<file path="config.mk">
export PLATFORM = sky130hd
export DESIGN_NAME = mem_arbiter
export DESIGN_NICKNAME = d
export VERILOG_FILES = /design/src/rtl/mem_arbiter.sv
export SDC_FILE = /design/constraint.sdc
export NUM_CORES = 1
export LEC_CHECK = 0
export ABC_CLOCK_PERIOD_IN_PS = 1300
export CAP_MARGIN = 20
export CORE_UTILIZATION = 30
export DETAILED_ROUTE_END_ITERATION = 10
export GPL_TIMING_DRIVEN = 0
export REMOVE_ABC_BUFFERS = 1
export SYNTH_ARGS = -nofsm -noshare
export SYNTH_HDL_FRONTEND = slang
export SYNTH_SLANG_ARGS = --single-unit
</file>
<file path="constraint.sdc">
create_clock -name clk_i -period 1.3 [get_ports clk_i]
set_input_delay 0.13 -clock clk_i [delete_from_list [all_inputs] [get_ports clk_i]]
set_output_delay 0.13 -clock clk_i [all_outputs]
set_load 0.005 [all_outputs]
</file>
<file path="src/rtl/mem_arbiter.sv">
// Two-port round-robin arbiter that serialises single-word read/write
// transactions from requesters A and B onto one shared memory bus.
module mem_arbiter #(
    parameter int ADDR_W = 2,
    parameter int DATA_W = 4
) (
    input  logic              clk_i,
    input  logic              rst_i,
    input  logic              a_req_i,
    input  logic              a_rwb_i,
    input  logic [ADDR_W-1:0] a_addr_i,
    input  logic [DATA_W-1:0] a_wdata_i,
    output logic              a_ack_o,
    output logic [DATA_W-1:0] a_rdata_o,
    input  logic              b_req_i,
    input  logic              b_rwb_i,
    input  logic [ADDR_W-1:0] b_addr_i,
    input  logic [DATA_W-1:0] b_wdata_i,
    output logic              b_ack_o,
    output logic [DATA_W-1:0] b_rdata_o,
    output logic [ADDR_W-1:0] mem_addr_o,
    output logic              mem_rwb_o,
    output logic              mem_oe_o,
    output logic [DATA_W-1:0] mem_dout_o,
    input  logic [DATA_W-1:0] mem_din_i,
    output logic              busy_o,
    output logic              owner_o
);

    typedef enum logic [1:0] {
        IDLE   = 2'd0,
        ACCESS = 2'd1,
        ACK    = 2'd2
    } state_t;

    state_t            state_q;
    logic              last_q;
    logic              owner_q;
    logic              rwb_q;
    logic              busy_q;
    logic              a_ack_q;
    logic              b_ack_q;
    logic [DATA_W-1:0] a_rdata_q;
    logic [DATA_W-1:0] b_rdata_q;
    logic [ADDR_W-1:0] mem_addr_q;
    logic [DATA_W-1:0] mem_dout_q;
    logic              mem_rwb_q;
    logic              mem_oe_q;

    logic              grant_b_d;
    logic              sel_rwb_d;
    logic [ADDR_W-1:0] sel_addr_d;
    logic [DATA_W-1:0] sel_wdata_d;

    // Arbitration: on a tie, the requester not served last wins.
    always_comb begin
        grant_b_d   = 1'b0;
        sel_rwb_d   = a_rwb_i;
        sel_addr_d  = a_addr_i;
        sel_wdata_d = a_wdata_i;
        if (a_req_i && b_req_i) begin
            grant_b_d = ~last_q;
        end else if (b_req_i) begin
            grant_b_d = 1'b1;
        end else begin
            grant_b_d = 1'b0;
        end
        if (grant_b_d) begin
            sel_rwb_d   = b_rwb_i;
            sel_addr_d  = b_addr_i;
            sel_wdata_d = b_wdata_i;
        end else begin
            sel_rwb_d   = a_rwb_i;
            sel_addr_d  = a_addr_i;
            sel_wdata_d = a_wdata_i;
        end
    end

    // Sequencer FSM; mem_addr/mem_dout double as the grant-time latches.
    always_ff @(posedge clk_i or posedge rst_i) begin
        if (rst_i) begin
            state_q    <= IDLE;
            last_q     <= 1'b1;
            owner_q    <= 1'b0;
            rwb_q      <= 1'b1;
            busy_q     <= 1'b0;
            a_ack_q    <= 1'b0;
            b_ack_q    <= 1'b0;
            a_rdata_q  <= {DATA_W{1'b0}};
            b_rdata_q  <= {DATA_W{1'b0}};
            mem_addr_q <= {ADDR_W{1'b0}};
            mem_dout_q <= {DATA_W{1'b0}};
            mem_rwb_q  <= 1'b1;
            mem_oe_q   <= 1'b0;
        end else begin
            case (state_q)
                IDLE: begin
                    if (a_req_i || b_req_i) begin
                        state_q    <= ACCESS;
                        owner_q    <= grant_b_d;
                        rwb_q      <= sel_rwb_d;
                        mem_addr_q <= sel_addr_d;
                        mem_dout_q <= sel_wdata_d;
                        mem_rwb_q  <= sel_rwb_d;
                        mem_oe_q   <= ~sel_rwb_d;
                        busy_q     <= 1'b1;
                    end
                end
                ACCESS: begin
                    state_q   <= ACK;
                    mem_rwb_q <= 1'b1;
                    mem_oe_q  <= 1'b0;
                    if (owner_q) begin
                        b_ack_q <= 1'b1;
                        if (rwb_q) begin
                            b_rdata_q <= mem_din_i;
                        end
                    end else begin
                        a_ack_q <= 1'b1;
                        if (rwb_q) begin
                            a_rdata_q <= mem_din_i;
                        end
                    end
                end
                ACK: begin
                    state_q <= IDLE;
                    a_ack_q <= 1'b0;
                    b_ack_q <= 1'b0;
                    busy_q  <= 1'b0;
                    last_q  <= owner_q;
                end
                default: begin
                    state_q   <= IDLE;
                    a_ack_q   <= 1'b0;
                    b_ack_q   <= 1'b0;
                    busy_q    <= 1'b0;
                    mem_rwb_q <= 1'b1;
                    mem_oe_q  <= 1'b0;
                end
            endcase
        end
    end

    assign a_ack_o    = a_ack_q;
    assign b_ack_o    = b_ack_q;
    assign a_rdata_o  = a_rdata_q;
    assign b_rdata_o  = b_rdata_q;
    assign mem_addr_o = mem_addr_q;
    assign mem_dout_o = mem_dout_q;
    assign mem_rwb_o  = mem_rwb_q;
    assign mem_oe_o   = mem_oe_q;
    assign busy_o     = busy_q;
    assign owner_o    = owner_q;

endmodule

</file>
==> results.sh <==
export IMPL_synth_area_per_cell_um2=12.8
export IMPL_arrival_ns=1.49
export IMPL_clk_latency_ns=0.32
export IMPL_period_share=0.980
export IMPL_diodes=0
export IMPL_port_buffer_count=41
export IMPL_grt_antenna_before_repair=0
export IMPL_p_leak_nw=0.695
export IMPL_cts_tree="done"
export IMPL_finish_net_count=151
export IMPL_setup_ws_ns=0.0258
export IMPL_ys_seq_area_frac=0.589
export IMPL_coreArea_um2=3150
export IMPL_ys_types=24
export IMPL_finalClockSkew_ns=0.00323
export IMPL_grt_pass1_vias=819
export IMPL_dp_slack_ns=-0.343
export IMPL_clockBufferDepth=2
export IMPL_gp_congestion=0.701
export IMPL_initial_core_util=0.325
export IMPL_wirelength_mm=2.31
export IMPL_vias=806
export IMPL_hold_violations=0
export IMPL_post_drt_wl_per_cell_um=13.4
export IMPL_drc=0
export IMPL_rsz0062_at_grt="true"
export IMPL_final_max_slew_viol_count=0
export IMPL_hold_path_class="in2async"
export IMPL_track_usage=0.147
export IMPL_ios=42
export IMPL_dr_pass1_iters=4
export IMPL_p_per_area_nw_per_um2=2220
export IMPL_via_per_inst=4.69
export IMPL_grt_max_degree=25
export IMPL_clk_pin_slew_ns=0.14
export IMPL_fin_crit_ns=1.27
export IMPL_htree_levels=1
export IMPL_rows=20
export IMPL_power_total_w=0.00343
export IMPL_yosysWarnings=0
export IMPL_fmax_mhz=785
export IMPL_path_cells="buf_4 -> inv_2 -> and3_4 -> mux2_4"
export IMPL_dieWidth_um=60.5
export IMPL_setup_viol_count_final=0
export IMPL_clock_sinks=24
export IMPL_utilization=0.491
export IMPL_ys_ff_latch=24
export IMPL_crit_type="reg2reg"
export IMPL_fp_dieH_um=60.5
export IMPL_cts_root_buf="clkbuf_4"
export IMPL_cts_inserted_buffers=3
export IMPL_syn_to_final_growth_pct=51.0
export IMPL_syn_inst=80
export IMPL_grt_remaining_overflow=0
export IMPL_synth_area_um2=1030
export IMPL_status="complete, no violations"
export IMPL_slew_headroom=0.399
export IMPL_drt_iter0_drc=10
export IMPL_worstPathRequired_ns=1.52
export IMPL_end_kind="flip-flop"
export IMPL_worst_pin_slew_ns=0.900
export IMPL_cpPeakStageDelay_ns=0.41
export IMPL_vdd_drop_max_v=0.000984
export IMPL_final_layout_size_suffix_gt1_frac=0.234
export IMPL_worst_path_max_delay_cell="dfrtp_1"
export IMPL_crit_fanout=4
export IMPL_drv_cap=0
export IMPL_drt_antenna_violating_nets=0
export IMPL_die_area_um2=3660
export IMPL_dp_hpwl_mm=1.69
export IMPL_worst_setup_path_start_kind="flip-flop"
export IMPL_grt_pass1_wl_mm=3.98
==> cell type report <==
type / instances / area, µm²
inverters: 4 / 15.0
clock buffers: 3 / 22.5
repair buffers: 48 / 438
fillers: 326 / 1600
flip-flops and latches: 24 / 607
multi-input cells: 48 / 382
well taps: 44 / 55.1
clock inverters: 1 / 30.0
==> path summary, 6_finish.rpt <==
kind	from	endpoint	slack, ns	depth (start not counted)
max	owner_o	a_rdata_o[2]	0.03	4
min	rst_i	b_rdata_o[0]	0.30	2
max reg2reg	owner_o	a_rdata_o[2]	0.03	4
min reg2reg	mem_rwb_o	mem_rwb_o	0.48	2
max in group asynchronous	rst_i	state_q[0]	0.40	2
min in group clk_i	a_wdata_i[0]	mem_dout_o[0]	0.43	3
==> critical path: cells and delay by family (launching register included) <==
kind,cells,cell delay [ns]
multiplexers,1,0.31
flip-flops,1,0.41
buffers and inverters,2,0.22
AND/OR/NAND/NOR,1,0.24
==> sequential cells by signal, summed over array words and instances (netlist names) <==
register and flops:
last_q 1, mem_oe_o 1, busy_o 1, b_ack_o 1, mem_addr_o 2, mem_rwb_o 1, a_rdata_o 4, rwb_q 1
a_ack_o 1, b_rdata_o 4, state_q 2, owner_o 1, mem_dout_o 4
==> kinds of logic (layout without fill, tap and decap cells) <==
family / after synthesis / in the layout / synth area share
AO/OA/AOI/OAI: 24 / 24 / 0.130
buffers and inverters: 8 / 56 / 0.0488
AND/OR/NAND/NOR: 9 / 9 / 0.0610
multiplexers: 15 / 15 / 0.171
flip-flops: 24 / 24 / 0.589
==> routing by layer <==
metal  up-vias  wire, µm  GRT usage
met1       406      1050      0.205
li1        374         -          -
met5         -         0          0
met2        24      1150      0.239
met4         0        17     0.0390
met3         2       101     0.0256
==> cell usage after synthesis (all sizes together) <==
cell | n | area (µm²)
nor2 | 3 | 13.8
buf | 4 | 35.0
or2 | 1 | 6.26
a22oi | 1 | 7.51
and2 | 1 | 8.76
nor2b | 1 | 13.8
nand2 | 1 | 3.75
and3 | 1 | 6.26
dfstp | 3 | 78.8
dfrtp | 21 | 526
nand3 | 1 | 10.0
a21boi | 1 | 7.51
a22o | 1 | 8.76
a21o | 1 | 7.51
o31ai | 1 | 7.51
mux2 | 8 | 105
a21oi | 17 | 85.1
mux2i | 7 | 70.1
o21ai | 2 | 10.0
inv | 4 | 15.0
==> per-stage QoR <==
step | area (µm²) | setup TNS [ns] | hold slack [ns] | cells
2_1_floorplan | 991 | -3.56 | 0.142 | 76
3_3_place_gp | 1460 | -11.68 | 0.464 | 161
3_5_place_dp | 1460 | -4.62 | 0.458 | 162
4_1_cts | 1530 | -0.000417 | 0.337 | 170
5_1_grt | 1550 | -0.0434 | 0.385 | 172
6_report | 1550 | 0 | 0.296 | 172
==> cell usage in the layout, fill, tap and decap left out, types with 2 or more instances in the layout <==
cell,synthesis,layout
dlygate4sd2_1,0,20
a21oi_1,17,17
mux2_2,4,4
clkbuf_4,0,3
clkdlybuf4s50_1,0,21
mux2_4,4,4
nor2_1,2,2
buf_4,1,7
dfrtp_2,0,2
inv_1,4,3
mux2i_1,7,7
o21ai_0,2,2
dfstp_2,3,3
dfrtp_1,21,19
==> power by group <==
group / total, W / internal (W) / switching (W) / leakage, nW
clock network: 0.000544 / 0.000312 / 0.000232 / 0.0279
logic: 0.00151 / 0.000883 / 0.000627 / 0.392
registers: 0.00138 / 0.00115 / 0.000224 / 0.275
total: 0.00343 / 0.00235 / 0.00108 / 0.695
==> timing repair <==
item                       in CTS  in global routing
pin swaps                       0                  1
resized for setup              26                  1
setup endpoints to repair      34                  9
hold buffers                    0                  0
setup buffers                   4                  2
Power figures use the tool's default switching activity.
